==> config.mk <==
export PLATFORM = sky130hd
export DESIGN_NAME = obstacle_line_scanner_flat
export DESIGN_NICKNAME = d
export VERILOG_FILES = /design/src/rtl/obstacle_pkg.sv /design/src/rtl/obstacle_line_scanner_if.sv /design/src/rtl/obstacle_line_scanner.sv /design/src/flat_wrapper.sv
export SDC_FILE = /design/constraint.sdc
export NUM_CORES = 1
export LEC_CHECK = 0
export BUFFER_PORTS_ARGS = -buffer_cell sky130_fd_sc_hd__buf_2
export CORE_MARGIN = 3
export CORE_UTILIZATION = 50
export DETAILED_ROUTE_END_ITERATION = 10
export GPL_ROUTABILITY_DRIVEN = 0
export PLACE_DENSITY = 0.75
export SYNTH_ARGS = -nofsm -noshare
export SYNTH_HDL_FRONTEND = slang
export SYNTH_SLANG_ARGS = --single-unit
export TNS_END_PERCENT = 5
==> constraint.sdc <==
create_clock -name clk -period 7.1 [get_ports clk]
set_input_delay 1.42 -clock clk [delete_from_list [all_inputs] [get_ports clk]]
set_output_delay 1.42 -clock clk [all_outputs]
set_load 0.1 [all_outputs]
==> src/rtl/obstacle_pkg.sv <==
// Shared types for the obstacle pipeline (horizon, line scanner, sprite renderer).
package obstacle_pkg;
   typedef logic [1:0] frame_t;
endpackage

==> src/rtl/obstacle_line_scanner_if.sv <==
// Port bundle for obstacle_line_scanner: horizon slot array, scan control and pixel lookup.
interface obstacle_line_scanner_if #(
   parameter int MAX_OBSTACLES = 7,
   parameter int MAX_HITS      = 3
);
   import obstacle_pkg::*;

   localparam int SLOT_W = (MAX_OBSTACLES > 1) ? $clog2(MAX_OBSTACLES) : 1;
   localparam int CNT_W  = $clog2(MAX_HITS + 1);

   logic                     line_start;
   logic [9:0]               line_y;
   logic [MAX_OBSTACLES-1:0] obstacle_start;
   logic signed [10:0]       obstacle_x_pos  [MAX_OBSTACLES];
   logic [9:0]               obstacle_y_pos  [MAX_OBSTACLES];
   logic [9:0]               obstacle_width  [MAX_OBSTACLES];
   logic [9:0]               obstacle_height [MAX_OBSTACLES];
   frame_t                   obstacle_frame  [MAX_OBSTACLES];
   logic                     pixel_valid;
   logic [9:0]               pixel_x;

   logic                     scan_busy;
   logic                     scan_done;
   logic [CNT_W-1:0]         hit_count;
   logic                     overflow;
   logic                     hit_valid;
   logic [SLOT_W-1:0]        hit_slot;
   logic [9:0]               hit_u;
   logic [9:0]               hit_v;
   frame_t                   hit_frame;

   modport master (
      output line_start, line_y, obstacle_start, obstacle_x_pos, obstacle_y_pos,
             obstacle_width, obstacle_height, obstacle_frame, pixel_valid, pixel_x,
      input  scan_busy, scan_done, hit_count, overflow, hit_valid, hit_slot,
             hit_u, hit_v, hit_frame
   );

   modport slave (
      input  line_start, line_y, obstacle_start, obstacle_x_pos, obstacle_y_pos,
             obstacle_width, obstacle_height, obstacle_frame, pixel_valid, pixel_x,
      output scan_busy, scan_done, hit_count, overflow, hit_valid, hit_slot,
             hit_u, hit_v, hit_frame
   );
endinterface

==> src/rtl/obstacle_line_scanner.sv <==
// Scans the obstacle slots during blanking into a small per-line buffer, then
// resolves each active pixel to the covering obstacle and its sprite-local (u, v).
module obstacle_line_scanner
   import obstacle_pkg::*;
#(
   parameter int MAX_OBSTACLES = 7,
   parameter int MAX_HITS      = 3,
   parameter int GAME_WIDTH    = 640
) (
   input logic                    clk,
   input logic                    rst,
   obstacle_line_scanner_if.slave bus
);

   localparam int SLOT_W = (MAX_OBSTACLES > 1) ? $clog2(MAX_OBSTACLES) : 1;
   localparam int CNT_W  = $clog2(MAX_HITS + 1);
   localparam int IDX_W  = $clog2(MAX_OBSTACLES + 1);

   localparam logic [IDX_W-1:0]   LAST_IDX = IDX_W'(MAX_OBSTACLES);
   localparam logic [CNT_W-1:0]   FULL_CNT = CNT_W'(MAX_HITS);
   localparam logic signed [11:0] GW12     = 12'(GAME_WIDTH);

   typedef enum logic [1:0] {IDLE, SCAN, READY} state_t;

   function automatic logic signed [11:0] sx12(input logic signed [10:0] x);
      return {x[10], x};
   endfunction

   function automatic logic in_rows(input logic [9:0] y_pos, input logic [9:0] h,
                                    input logic [9:0] ly);
      logic [10:0] top, bot, row;
      top = {1'b0, y_pos};
      bot = top + {1'b0, h};
      row = {1'b0, ly};
      return (top <= row) && (row < bot);
   endfunction

   function automatic logic on_screen(input logic signed [10:0] x, input logic [9:0] w);
      logic signed [11:0] l, r;
      l = sx12(x);
      r = l + $signed({2'b00, w});
      return (r > 12'sd0) && (l < GW12);
   endfunction

   function automatic logic covers(input logic signed [10:0] x, input logic [9:0] w,
                                   input logic [9:0] px);
      logic signed [11:0] l, r, p;
      l = sx12(x);
      r = l + $signed({2'b00, w});
      p = $signed({2'b00, px});
      return (l <= p) && (p < r);
   endfunction

   state_t               state, state_next;
   logic [IDX_W-1:0]     slot_idx;
   logic [9:0]           line_y_q;
   logic [CNT_W-1:0]     hit_count_q;
   logic                 overflow_q;
   logic                 busy_q;
   logic                 done_q;

   logic [SLOT_W-1:0]    ent_slot  [MAX_HITS];
   logic signed [10:0]   ent_x     [MAX_HITS];
   logic [9:0]           ent_w     [MAX_HITS];
   logic [9:0]           ent_v     [MAX_HITS];
   frame_t               ent_frame [MAX_HITS];

   logic                 sel_start;
   logic signed [10:0]   sel_x;
   logic [9:0]           sel_y, sel_w, sel_h;
   frame_t               sel_frame;
   logic                 scanning;
   logic                 qual;

   logic                 vld_p0;
   logic [9:0]           px_p0;
   logic                 found;
   logic [SLOT_W-1:0]    f_slot;
   logic [9:0]           f_u, f_v;
   frame_t               f_frame;

   logic                 vld_p1;
   logic [SLOT_W-1:0]    slot_p1;
   logic [9:0]           u_p1, v_p1;
   frame_t               frame_p1;

   always_ff @(posedge clk or negedge rst) begin
      if (!rst) state <= IDLE;
      else      state <= state_next;
   end

   always_comb begin
      state_next = state;
      if (bus.line_start) begin
         state_next = SCAN;
      end else begin
         unique case (state)
            IDLE:    state_next = IDLE;
            SCAN:    if (slot_idx == LAST_IDX) state_next = READY;
            READY:   state_next = READY;
            default: state_next = IDLE;
         endcase
      end
   end

   always_comb begin
      sel_start = 1'b0;
      sel_x     = '0;
      sel_y     = '0;
      sel_w     = '0;
      sel_h     = '0;
      sel_frame = '0;
      for (int k = 0; k < MAX_OBSTACLES; k++) begin
         if (slot_idx == IDX_W'(k)) begin
            sel_start = bus.obstacle_start[k];
            sel_x     = bus.obstacle_x_pos[k];
            sel_y     = bus.obstacle_y_pos[k];
            sel_w     = bus.obstacle_width[k];
            sel_h     = bus.obstacle_height[k];
            sel_frame = bus.obstacle_frame[k];
         end
      end
   end

   assign scanning = (state == SCAN) && (slot_idx < LAST_IDX);
   assign qual     = scanning && sel_start && in_rows(sel_y, sel_h, line_y_q) &&
                     on_screen(sel_x, sel_w);

   // Scan stage: one slot per cycle into the line buffer
   always_ff @(posedge clk or negedge rst) begin
      if (!rst) begin
         slot_idx    <= '0;
         line_y_q    <= '0;
         hit_count_q <= '0;
         overflow_q  <= 1'b0;
         busy_q      <= 1'b0;
         done_q      <= 1'b0;
         for (int j = 0; j < MAX_HITS; j++) begin
            ent_slot[j]  <= '0;
            ent_x[j]     <= '0;
            ent_w[j]     <= '0;
            ent_v[j]     <= '0;
            ent_frame[j] <= '0;
         end
      end else if (bus.line_start) begin
         slot_idx    <= '0;
         line_y_q    <= bus.line_y;
         hit_count_q <= '0;
         overflow_q  <= 1'b0;
         busy_q      <= 1'b0;
         done_q      <= 1'b0;
         for (int j = 0; j < MAX_HITS; j++) begin
            ent_slot[j]  <= '0;
            ent_x[j]     <= '0;
            ent_w[j]     <= '0;
            ent_v[j]     <= '0;
            ent_frame[j] <= '0;
         end
      end else begin
         busy_q <= scanning;
         done_q <= (state == SCAN) && (slot_idx == LAST_IDX);
         if (scanning) slot_idx <= slot_idx + 1'b1;
         if (qual) begin
            if (hit_count_q < FULL_CNT) begin
               for (int j = 0; j < MAX_HITS; j++) begin
                  if (hit_count_q == CNT_W'(j)) begin
                     ent_slot[j]  <= SLOT_W'(slot_idx);
                     ent_x[j]     <= sel_x;
                     ent_w[j]     <= sel_w;
                     ent_v[j]     <= line_y_q - sel_y;
                     ent_frame[j] <= sel_frame;
                  end
               end
               hit_count_q <= hit_count_q + 1'b1;
            end else begin
               overflow_q <= 1'b1;
            end
         end
      end
   end

   // Lookup stage p0: capture the pixel; a restart on the same edge kills it
   always_ff @(posedge clk or negedge rst) begin
      if (!rst) vld_p0 <= 1'b0;
      else      vld_p0 <= bus.pixel_valid && (state == READY) && !bus.line_start;
   end

   always_ff @(posedge clk) begin
      px_p0 <= bus.pixel_x;
   end

   // Descending walk so the lowest entry (lowest slot) is the last to assign
   always_comb begin
      found   = 1'b0;
      f_slot  = '0;
      f_u     = '0;
      f_v     = '0;
      f_frame = '0;
      for (int j = MAX_HITS - 1; j >= 0; j--) begin
         if ((CNT_W'(j) < hit_count_q) && covers(ent_x[j], ent_w[j], px_p0)) begin
            found   = 1'b1;
            f_slot  = ent_slot[j];
            f_u     = px_p0 - ent_x[j][9:0];
            f_v     = ent_v[j];
            f_frame = ent_frame[j];
         end
      end
   end

   // Lookup stage p1: registered hit outputs, held on a miss
   always_ff @(posedge clk or negedge rst) begin
      if (!rst) begin
         vld_p1   <= 1'b0;
         slot_p1  <= '0;
         u_p1     <= '0;
         v_p1     <= '0;
         frame_p1 <= '0;
      end else begin
         vld_p1 <= vld_p0 && found;
         if (vld_p0 && found) begin
            slot_p1  <= f_slot;
            u_p1     <= f_u;
            v_p1     <= f_v;
            frame_p1 <= f_frame;
         end
      end
   end

   assign bus.scan_busy = busy_q;
   assign bus.scan_done = done_q;
   assign bus.hit_count = hit_count_q;
   assign bus.overflow  = overflow_q;
   assign bus.hit_valid = vld_p1;
   assign bus.hit_slot  = slot_p1;
   assign bus.hit_u     = u_p1;
   assign bus.hit_v     = v_p1;
   assign bus.hit_frame = frame_p1;

endmodule
==> src/flat_wrapper.sv <==
// flat-port wrapper written by rule: the top's interface ports become plain ports
module obstacle_line_scanner_flat import obstacle_pkg::*;
#(
   parameter int MAX_OBSTACLES = 7,
   parameter int MAX_HITS      = 3,
   parameter int GAME_WIDTH    = 640
)
  (clk, rst, bus_line_start, bus_line_y, bus_obstacle_start, bus_obstacle_x_pos, bus_obstacle_y_pos, bus_obstacle_width, bus_obstacle_height, bus_obstacle_frame, bus_pixel_valid, bus_pixel_x, bus_scan_busy, bus_scan_done, bus_hit_count, bus_overflow, bus_hit_valid, bus_hit_slot, bus_hit_u, bus_hit_v, bus_hit_frame);
  obstacle_line_scanner_if #(.MAX_OBSTACLES(MAX_OBSTACLES), .MAX_HITS(MAX_HITS)) bus_i ();
  input logic clk;
  input logic rst;
  input wire logic [$bits(bus_i.line_start)-1:0] bus_line_start;
  input wire logic [$bits(bus_i.line_y)-1:0] bus_line_y;
  input wire logic [$bits(bus_i.obstacle_start)-1:0] bus_obstacle_start;
  input wire logic [$bits(bus_i.obstacle_x_pos)-1:0] bus_obstacle_x_pos;
  input wire logic [$bits(bus_i.obstacle_y_pos)-1:0] bus_obstacle_y_pos;
  input wire logic [$bits(bus_i.obstacle_width)-1:0] bus_obstacle_width;
  input wire logic [$bits(bus_i.obstacle_height)-1:0] bus_obstacle_height;
  input wire logic [$bits(bus_i.obstacle_frame)-1:0] bus_obstacle_frame;
  input wire logic [$bits(bus_i.pixel_valid)-1:0] bus_pixel_valid;
  input wire logic [$bits(bus_i.pixel_x)-1:0] bus_pixel_x;
  output wire logic [$bits(bus_i.scan_busy)-1:0] bus_scan_busy;
  output wire logic [$bits(bus_i.scan_done)-1:0] bus_scan_done;
  output wire logic [$bits(bus_i.hit_count)-1:0] bus_hit_count;
  output wire logic [$bits(bus_i.overflow)-1:0] bus_overflow;
  output wire logic [$bits(bus_i.hit_valid)-1:0] bus_hit_valid;
  output wire logic [$bits(bus_i.hit_slot)-1:0] bus_hit_slot;
  output wire logic [$bits(bus_i.hit_u)-1:0] bus_hit_u;
  output wire logic [$bits(bus_i.hit_v)-1:0] bus_hit_v;
  output wire logic [$bits(bus_i.hit_frame)-1:0] bus_hit_frame;
  assign bus_i.line_start = bus_line_start;
  assign bus_i.line_y = bus_line_y;
  assign bus_i.obstacle_start = bus_obstacle_start;
  assign bus_i.obstacle_x_pos = {>>{bus_obstacle_x_pos}};
  assign bus_i.obstacle_y_pos = {>>{bus_obstacle_y_pos}};
  assign bus_i.obstacle_width = {>>{bus_obstacle_width}};
  assign bus_i.obstacle_height = {>>{bus_obstacle_height}};
  assign bus_i.obstacle_frame = {>>{bus_obstacle_frame}};
  assign bus_i.pixel_valid = bus_pixel_valid;
  assign bus_i.pixel_x = bus_pixel_x;
  assign bus_scan_busy = bus_i.scan_busy;
  assign bus_scan_done = bus_i.scan_done;
  assign bus_hit_count = bus_i.hit_count;
  assign bus_overflow = bus_i.overflow;
  assign bus_hit_valid = bus_i.hit_valid;
  assign bus_hit_slot = bus_i.hit_slot;
  assign bus_hit_u = bus_i.hit_u;
  assign bus_hit_v = bus_i.hit_v;
  assign bus_hit_frame = bus_i.hit_frame;
  obstacle_line_scanner #(.MAX_OBSTACLES(MAX_OBSTACLES), .MAX_HITS(MAX_HITS), .GAME_WIDTH(GAME_WIDTH)) u_core (.clk(clk), .rst(rst), .bus(bus_i));
endmodule
== Yosys cells after proc, flatten, opt, wreduce, memory -nomap -nowiden ==
Index checks and enable logic that the tools add are counted.

* Register bits after elaboration: 165
* Bits of input ports: 332
* Output and inout bits: 31
* Logic and storage cells: 198

* Add/sub/neg operators: 11
* Magnitude comparators: 15
* Equality and inequality tests: 13
* Multiplexer cells: 100
* Reductions and logical operators: 30

{| class="wikitable"
|+ Operator list
! kind !! count
|-
| two-way mux 10 bit || 33
|-
| two-way mux 30 bit || 6
|-
| two-way mux 11 bit || 10
|-
| two-way mux 33 bit || 3
|-
| adder 11 x 11 -> 12 bit || 4
|-
| subtractor 10 bit || 4
|-
| < comparator 11 x 12 -> 1 bit || 3
|-
| two-way mux 2 bit || 18
|-
| less-or-equal comparator 11 bit || 3
|-
| two-way mux 9 bit || 3
|-
| two-way mux 3 bit || 8
|-
| two-way mux 6 bit || 3
|-
| logical AND 1 bit || 16
|-
| two-way mux 1 bit || 15
|-
| equality test 3 bit, second input constant || 4
|-
| > comparator 12 x 1 -> 1 bit, second input constant || 1
|-
| nonzero test 2 bit || 6
|-
| adder 10 x 10 -> 11 bit || 1
|-
| < comparator 10 x 11 -> 1 bit || 1
|-
| < comparator 11 bit, second input constant || 1
|-
| less-or-equal comparator 10 bit || 1
|-
| AND reduction 3 bit || 3
|-
| equality test 3 x 2 -> 1 bit, second input constant || 2
|-
| equality test 2 x 1 -> 1 bit, second input constant || 2
|-
| 15 further kinds || 18
|}

== Logic depth before layout (Yosys ltp) ==
* Depth in word-level cells: 15
* Depth in mapped cells: 33
* Depth with buffers taken out: 27

== Least setup slack after synthesis ==
No wires, ideal clock.

* Path type: reg-to-reg
* From: register u_core.slot_idx[1]
* To: register u_core.hit_count_q[1] (netlist: u_core.bus.hit_count[1])
* Library setup time: 0.079 ns
* Arrival time: 6.115 ns
* Data required time: 7.021 ns
* Setup slack: 0.906 ns
* Cell stages (with the launch flop): 31
* Path buffers: 4
* Cell sequence: dfrtp_1 clkbuf_1 inv_1 ha_1 clkbuf_1 nand2b_1 nor2_1 clkbuf_1 clkbuf_1 a221oi_1 o311ai_0 o21ai_0 o21ai_0 mux2i_1 inv_1 ha_1 a21o_1 a21oi_1 o21bai_1 a21oi_1 o21ai_0 a21oi_1 nor4bb_1 a211oi_1 ha_1 inv_1 o221ai_1 o221a_2 or4_1 or3b_2 a21oi_1

* Word-level cells in the longest chain between the ends: 15
* Elaborated cells on any way between the ends: 57
* Those cells by class: 2 x add/sub; 5 x order compare; 6 x eq/ne; 35 x mux; 9 x reduce/logical

{| class="wikitable"
|+ Ends and longest elaborated chain
! what !! line !! RTL
|-
| start: declaration || obstacle_line_scanner.sv:55 || <nowiki>logic [IDX_W-1:0] slot_idx;</nowiki>
|-
| start signal: assignment || obstacle_line_scanner.sv:162 || <nowiki>if (scanning) slot_idx <= slot_idx + 1'b1;</nowiki>
|-
| zero test 3 bit || obstacle_line_scanner.sv:114 || <nowiki>if (slot_idx == IDX_W'(k)) begin</nowiki>
|-
| two-way mux 10 bit (7 in a row) || obstacle_line_scanner.sv:114 ||
|-
| adder 10 x 10 -> 11 bit || obstacle_line_scanner.sv:33 || <nowiki>bot = top + {1'b0, h};</nowiki>
|-
| < comparator 10 x 11 -> 1 bit || obstacle_line_scanner.sv:35 || <nowiki>return (top <= row) && (row < bot);</nowiki>
|-
| logical AND 1 bit || obstacle_line_scanner.sv:35 ||
|-
| logical AND 1 bit || obstacle_line_scanner.sv:126 || <nowiki>assign qual = scanning && sel_start && in_rows(sel_y, sel_h, line_y_q) &&</nowiki>
|-
| logical AND 1 bit * || obstacle_line_scanner.sv:126 ||
|-
| nonzero test 2 bit (no line) * || - ||
|-
| AND reduction 2 bit (no line) * || - ||
|-
| end signal: assignment || obstacle_line_scanner.sv:174 || <nowiki>hit_count_q <= hit_count_q + 1'b1;</nowiki>
|-
| end: declaration || obstacle_line_scanner.sv:57 || <nowiki>logic [CNT_W-1:0] hit_count_q;</nowiki>
|}

Mark *: on every way between the ends. The rest lies on a longest branch, timed or not.
A chain may end at the register's enable or synchronous reset.

== Final worst setup path ==
* From: register u_core.slot_idx[0]
* To: register u_core.ent_x[5] in the netlist's numbering

* Word-level cells in the longest chain between the ends: 15
* Elaborated cells on any way between the ends: 61
* Those cells by class: 2 x add/sub; 5 x order compare; 6 x eq/ne; 39 x mux; 9 x reduce/logical

{| class="wikitable"
|+ Ends and longest elaborated chain
! what !! line !! RTL
|-
| zero test 3 bit || obstacle_line_scanner.sv:114 ||
|-
| two-way mux 10 bit (7 in a row) || obstacle_line_scanner.sv:114 ||
|-
| adder 10 x 10 -> 11 bit || obstacle_line_scanner.sv:33 ||
|-
| < comparator 10 x 11 -> 1 bit || obstacle_line_scanner.sv:35 ||
|-
| logical AND 1 bit || obstacle_line_scanner.sv:35 ||
|-
| logical AND 1 bit (2 in a row) || obstacle_line_scanner.sv:126 ||
|-
| nonzero test 2 bit (no line) || - ||
|-
| AND reduction 3 bit (no line) || - ||
|-
| end signal: indexed assignment || obstacle_line_scanner.sv:168 || <nowiki>ent_x[j] <= sel_x;</nowiki>
|-
| end: declaration || obstacle_line_scanner.sv:63 || <nowiki>logic signed [10:0] ent_x [MAX_HITS];</nowiki>
|}

Parallel ways exist; a longest one is shown, timed or not. The select of a mux whose other input is x is not followed.

==> run metrics <==
first-pass detailed-route iteration total=6; DR vias=approximately 16000; worst setup timing slack at the placement stage=approximately 0.36 ns; overall die area=between 0.03 and 0.04 mm²; largest buffer count on any clock path=2; worst hold path stage count=1; data arrival time of the critical path=6.96 ns; count of nets after finishing=roughly 2600; worst reg2reg path endpoint=u_core.ent_x[5]$_DFFE_PN0P_; Largest stage delay, worst path=~0.60 ns; yosys warns=0; worst hold path type=reg2reg; Fmax achieved=between 0.15 and 0.2 GHz; maximum level of the CTS H-tree=4; Worst-Margin Slew=about 0.94 ns; antenna violation net count after detailed routing=0; post-DR wirelength/cell=22.3 µm; endpoint of the worst hold-timing path=u_core.bus.hit_u[2]$_DFFE_PN0P_; post-synthesis instance total=1834; standby leakage power=~8.6 nW; CP startpoint kind=flip-flop; final worst slack=between 0.5 and 0.6 ns; Die X-Extent=about 180 µm; max-slew headroom at the worst pin=37.5%; share of the core filled with cells in the final layout=60.5%; number of port buffers=362; mux cell area share after synthesis=about 5%; initial detailed-routing violation count=1738; number of nets produced by synthesis=2341; Final HPWL DP=around 44000 µm; arithmetic-cell share of the synthesized area counting full adders, half adders and majority gates=around 15%; Max stage delay cell, worst path=sky130_fd_sc_hd__and4_2; count of pins over their slew limit=0; setup tns final=0 ns; worst-case register-to-register setup slack=about 0.5 ns; final worst hold slack=a little over 0.5 ns; final number of setup-violating endpoints=0; result of the run=finished clean; #FFs+latches synth=roughly 170; count of cell types in the netlist=76; crit share post-route=between 90% and 100%; largest family of logic cells by synthesized area=compound AO/OA/AOI/OAI gates; post-DR vias/cell=around 6.4; detailed-route DRC error count=0; initial core utilization=about 51%; time the final worst path needs with I/O delays and setup=roughly 6.6 ns; first-pass GRT wire length=roughly 86000 µm; most frequent cell on the critical path=sky130_fd_sc_hd__a21oi_1; launch point of the worst reg-to-reg path=u_core.slot_idx[0]$_DFFE_PN0P_; Power per Cell Area=323 mW/mm²; number of maximum-capacitance violations=0; compound-cell area share of the yosys netlist=27.2%; global router's overall resource usage=about 33%; number of hold violations in the final report=0; critical path capture point type=flip-flop; setup repair after global routing missed its margin=no; register area share after synthesis=between 20% and 30%; initial antenna violation count=9; worst IR drop on VDD=roughly 0.24 mV; xor and xnor area share after synthesis=between 3 and 4%; setup skew after layout=around 0.017 ns; clock transition at the registers of the reported paths=about 0.080 ns; wire length reported by the detailed router=about 57000 µm; Synth Area in Simple Gates=~18%; number of global-route vias before repair=approximately 15000; Critical Path RT=7.46 ns; total CTS buffers=17; worst min-delay path startpoint=u_core.bus.hit_u[2]$_DFFE_PN0P_; CTS Sinks=about 170; depth of the most critical reg-to-reg path=28; proportion of register bits with asynchronous set or reset after synthesis=~94%; core area=around 0.03 mm²; clock latency of the later-clocked register in the worst-skew pair=approximately 0.45 ns; pin count of the biggest net entering global routing=between 100 and 150; fraction of layout instances using a drive strength above 1=22.4%; area of the mapped netlist=roughly 0.015 mm²; CTS tree=done; Filler Cell Count=approximately 2700; GRT overflow=0; average cell area after synthesis=8.36 µm²; Ports=363; number of enable flip-flop cells after synthesis=0; leading register cell type out of synthesis=sky130_fd_sc_hd__dfrtp_1; clock root buffer=sky130_fd_sc_hd__clkbuf_16; kind of critical path=reg2reg; die span in y=between 150 and 200 µm; P&R area growth vs syn=18.1%; row cnt=between 60 and 70; Crit Path Max Fanout=21
-- cell usage after synthesis (8+ instances only) --
| master | instances | area [µm²] |
|---|---|---|
| sky130_fd_sc_hd__nand4_1 | 31 | 194 |
| sky130_fd_sc_hd__o211ai_1 | 42 | 315 |
| sky130_fd_sc_hd__nand2_1 | 137 | 514 |
| sky130_fd_sc_hd__xor2_1 | 23 | 201 |
| sky130_fd_sc_hd__fa_1 | 9 | 180 |
| sky130_fd_sc_hd__o21a_1 | 10 | 75.1 |
| sky130_fd_sc_hd__buf_2 | 12 | 60.1 |
| sky130_fd_sc_hd__o311ai_0 | 41 | 359 |
| sky130_fd_sc_hd__nor3_1 | 31 | 155 |
| sky130_fd_sc_hd__or3_1 | 9 | 56.3 |
| sky130_fd_sc_hd__a22oi_1 | 24 | 180 |
| sky130_fd_sc_hd__nor2_1 | 112 | 420 |
| sky130_fd_sc_hd__nand3_1 | 64 | 320 |
| sky130_fd_sc_hd__a211oi_1 | 43 | 323 |
| sky130_fd_sc_hd__a221oi_1 | 43 | 377 |
| sky130_fd_sc_hd__a21o_1 | 22 | 165 |
| sky130_fd_sc_hd__ha_1 | 166 | 2080 |
| sky130_fd_sc_hd__o21ai_0 | 140 | 701 |
| sky130_fd_sc_hd__nor2b_1 | 18 | 113 |
| sky130_fd_sc_hd__a31oi_1 | 24 | 150 |
| sky130_fd_sc_hd__o22ai_1 | 10 | 62.6 |
| sky130_fd_sc_hd__mux2i_1 | 54 | 541 |
| sky130_fd_sc_hd__clkbuf_1 | 86 | 323 |
| sky130_fd_sc_hd__a21oi_1 | 134 | 671 |
| sky130_fd_sc_hd__mux2_2 | 19 | 214 |
| sky130_fd_sc_hd__buf_1 | 8 | 30.0 |
| sky130_fd_sc_hd__dfrtp_1 | 155 | 3880 |
| sky130_fd_sc_hd__inv_1 | 87 | 327 |
| sky130_fd_sc_hd__dfxtp_1 | 10 | 200 |
| sky130_fd_sc_hd__o21bai_1 | 12 | 90.1 |
| sky130_fd_sc_hd__xnor2_1 | 35 | 307 |
| sky130_fd_sc_hd__a221o_1 | 20 | 200 |
| sky130_fd_sc_hd__nand2b_1 | 97 | 607 |
-- state kept, by name, indices dropped and copies added (netlist names) --
name,count
u_core.bus.hit_count,2
u_core.bus.hit_frame,2
u_core.bus.hit_slot,3
u_core.bus.hit_u,10
u_core.bus.hit_v,10
u_core.bus.hit_valid,1
u_core.bus.overflow,1
u_core.bus.scan_busy,1
u_core.bus.scan_done,1
u_core.ent_frame,6
u_core.ent_slot,9
u_core.ent_v,30
u_core.ent_w,30
u_core.ent_x,33
u_core.line_y_q,10
u_core.px_p0,10
u_core.slot_idx,3
u_core.state,2
u_core.vld_p0,1
-- logic make-up after synthesis --
kind of cell | after synthesis
buf+inv | 202
simple gates | 539
compound gates | 620
flops | 165
mux | 75
xor+xnor | 58
fa+ha+maj | 175
-- cell usage in the layout, fill, tap and decap left out, types with 54 or more instances in the layout --
| master | n |
|---|---|
| sky130_fd_sc_hd__o21ai_0 | 140 |
| sky130_fd_sc_hd__dfrtp_1 | 155 |
| sky130_fd_sc_hd__inv_1 | 87 |
| sky130_fd_sc_hd__ha_1 | 164 |
| sky130_fd_sc_hd__mux2i_1 | 54 |
| sky130_fd_sc_hd__nand3_1 | 64 |
| sky130_fd_sc_hd__nand2_1 | 136 |
| sky130_fd_sc_hd__a21oi_1 | 134 |
| sky130_fd_sc_hd__nor2_1 | 107 |
| sky130_fd_sc_hd__buf_2 | 360 |
| sky130_fd_sc_hd__nand2b_1 | 97 |
-- power by group --
part | switching (mW) | internal (mW) | leakage, nW | total, mW
Clock | 0.488 | 0.480 | 0.293 | 0.968
Sequential | 0.0927 | 1.01 | 2.22 | 1.10
Combinational | 2.33 | 1.45 | 6.08 | 3.78
Total | 2.91 | 2.94 | 8.59 | 5.85
-- repair_timing --
action,4_1_cts,5_1_grt
gates resized for setup,0,6
hold buffers,0,0
buffers inserted,0,1
hold endpoints to repair,0,0
endpoints found under the setup margin,0,103
-- how the worst max path moves through the flow --
stage                                        start                                   to  slack [ns]  cells past startpoint
global route        u_core.slot_idx[0]$_DFFE_PN0P_          u_core.ent_w[0]$_DFFE_PN0P_       0.008                     28
finish              u_core.slot_idx[0]$_DFFE_PN0P_          u_core.ent_x[5]$_DFFE_PN0P_        0.50                     28
detailed placement  u_core.slot_idx[1]$_DFFE_PN0P_         u_core.ent_x[30]$_DFFE_PN0P_        0.36                     27
global placement    u_core.slot_idx[1]$_DFFE_PN0P_         u_core.ent_w[29]$_DFFE_PN0P_        0.64                     27
floorplan           u_core.slot_idx[1]$_DFFE_PN0P_  u_core.bus.hit_count[1]$_DFFE_PN0P_        0.91                     30
CTS                 u_core.slot_idx[1]$_DFFE_PN0P_         u_core.ent_w[23]$_DFFE_PN0P_        0.24                     28
-- area by class of cell --
cell class / instances / area, µm² / area share, %
clock inverters: 15 / 180 / 0.995
well taps: 390 / 488 / 2.69
flip-flops and latches: 165 / 4080 / 22.5
clock buffers: 17 / 425 / 2.35
multi-input cells: 1467 / 10500 / 57.9
diodes: 7 / 17.5 / 0.0967
inverters: 89 / 334 / 1.84
repair buffers: 400 / 2110 / 11.6
-- metal layers --
layer	routed length, µm	track usage, %	vias up
li1	-	-	7489
met1	22600	43.6	7740
met2	25800	51.0	943
met3	6080	8.19	154
met4	2370	13.5	4
met5	20	0	-
-- stage by stage --
stage / power [mW] / cell area, µm² / cells
2_1_floorplan: 3.71 / 15300 / 1834
3_3_place_gp: 4.64 / 17500 / 2510
3_5_place_dp: 4.75 / 17500 / 2510
4_1_cts: 5.75 / 18100 / 2542
5_1_grt: 6.21 / 18100 / 2550
6_report: 5.85 / 18100 / 2550
-- worst max-delay path: cells and delay by family, from the launching register on --
family	cells	cell delay [ns]
AOI/OAI and AO/OA	14	2.56
and+or+nand+nor	5	1.30
adders and majority gates	3	0.94
buffers and inverters	4	0.83
DFF	1	0.50
xor gates and xnor gates	1	0.21
muxes	1	0.14
Power figures use the tool's default switching activity.
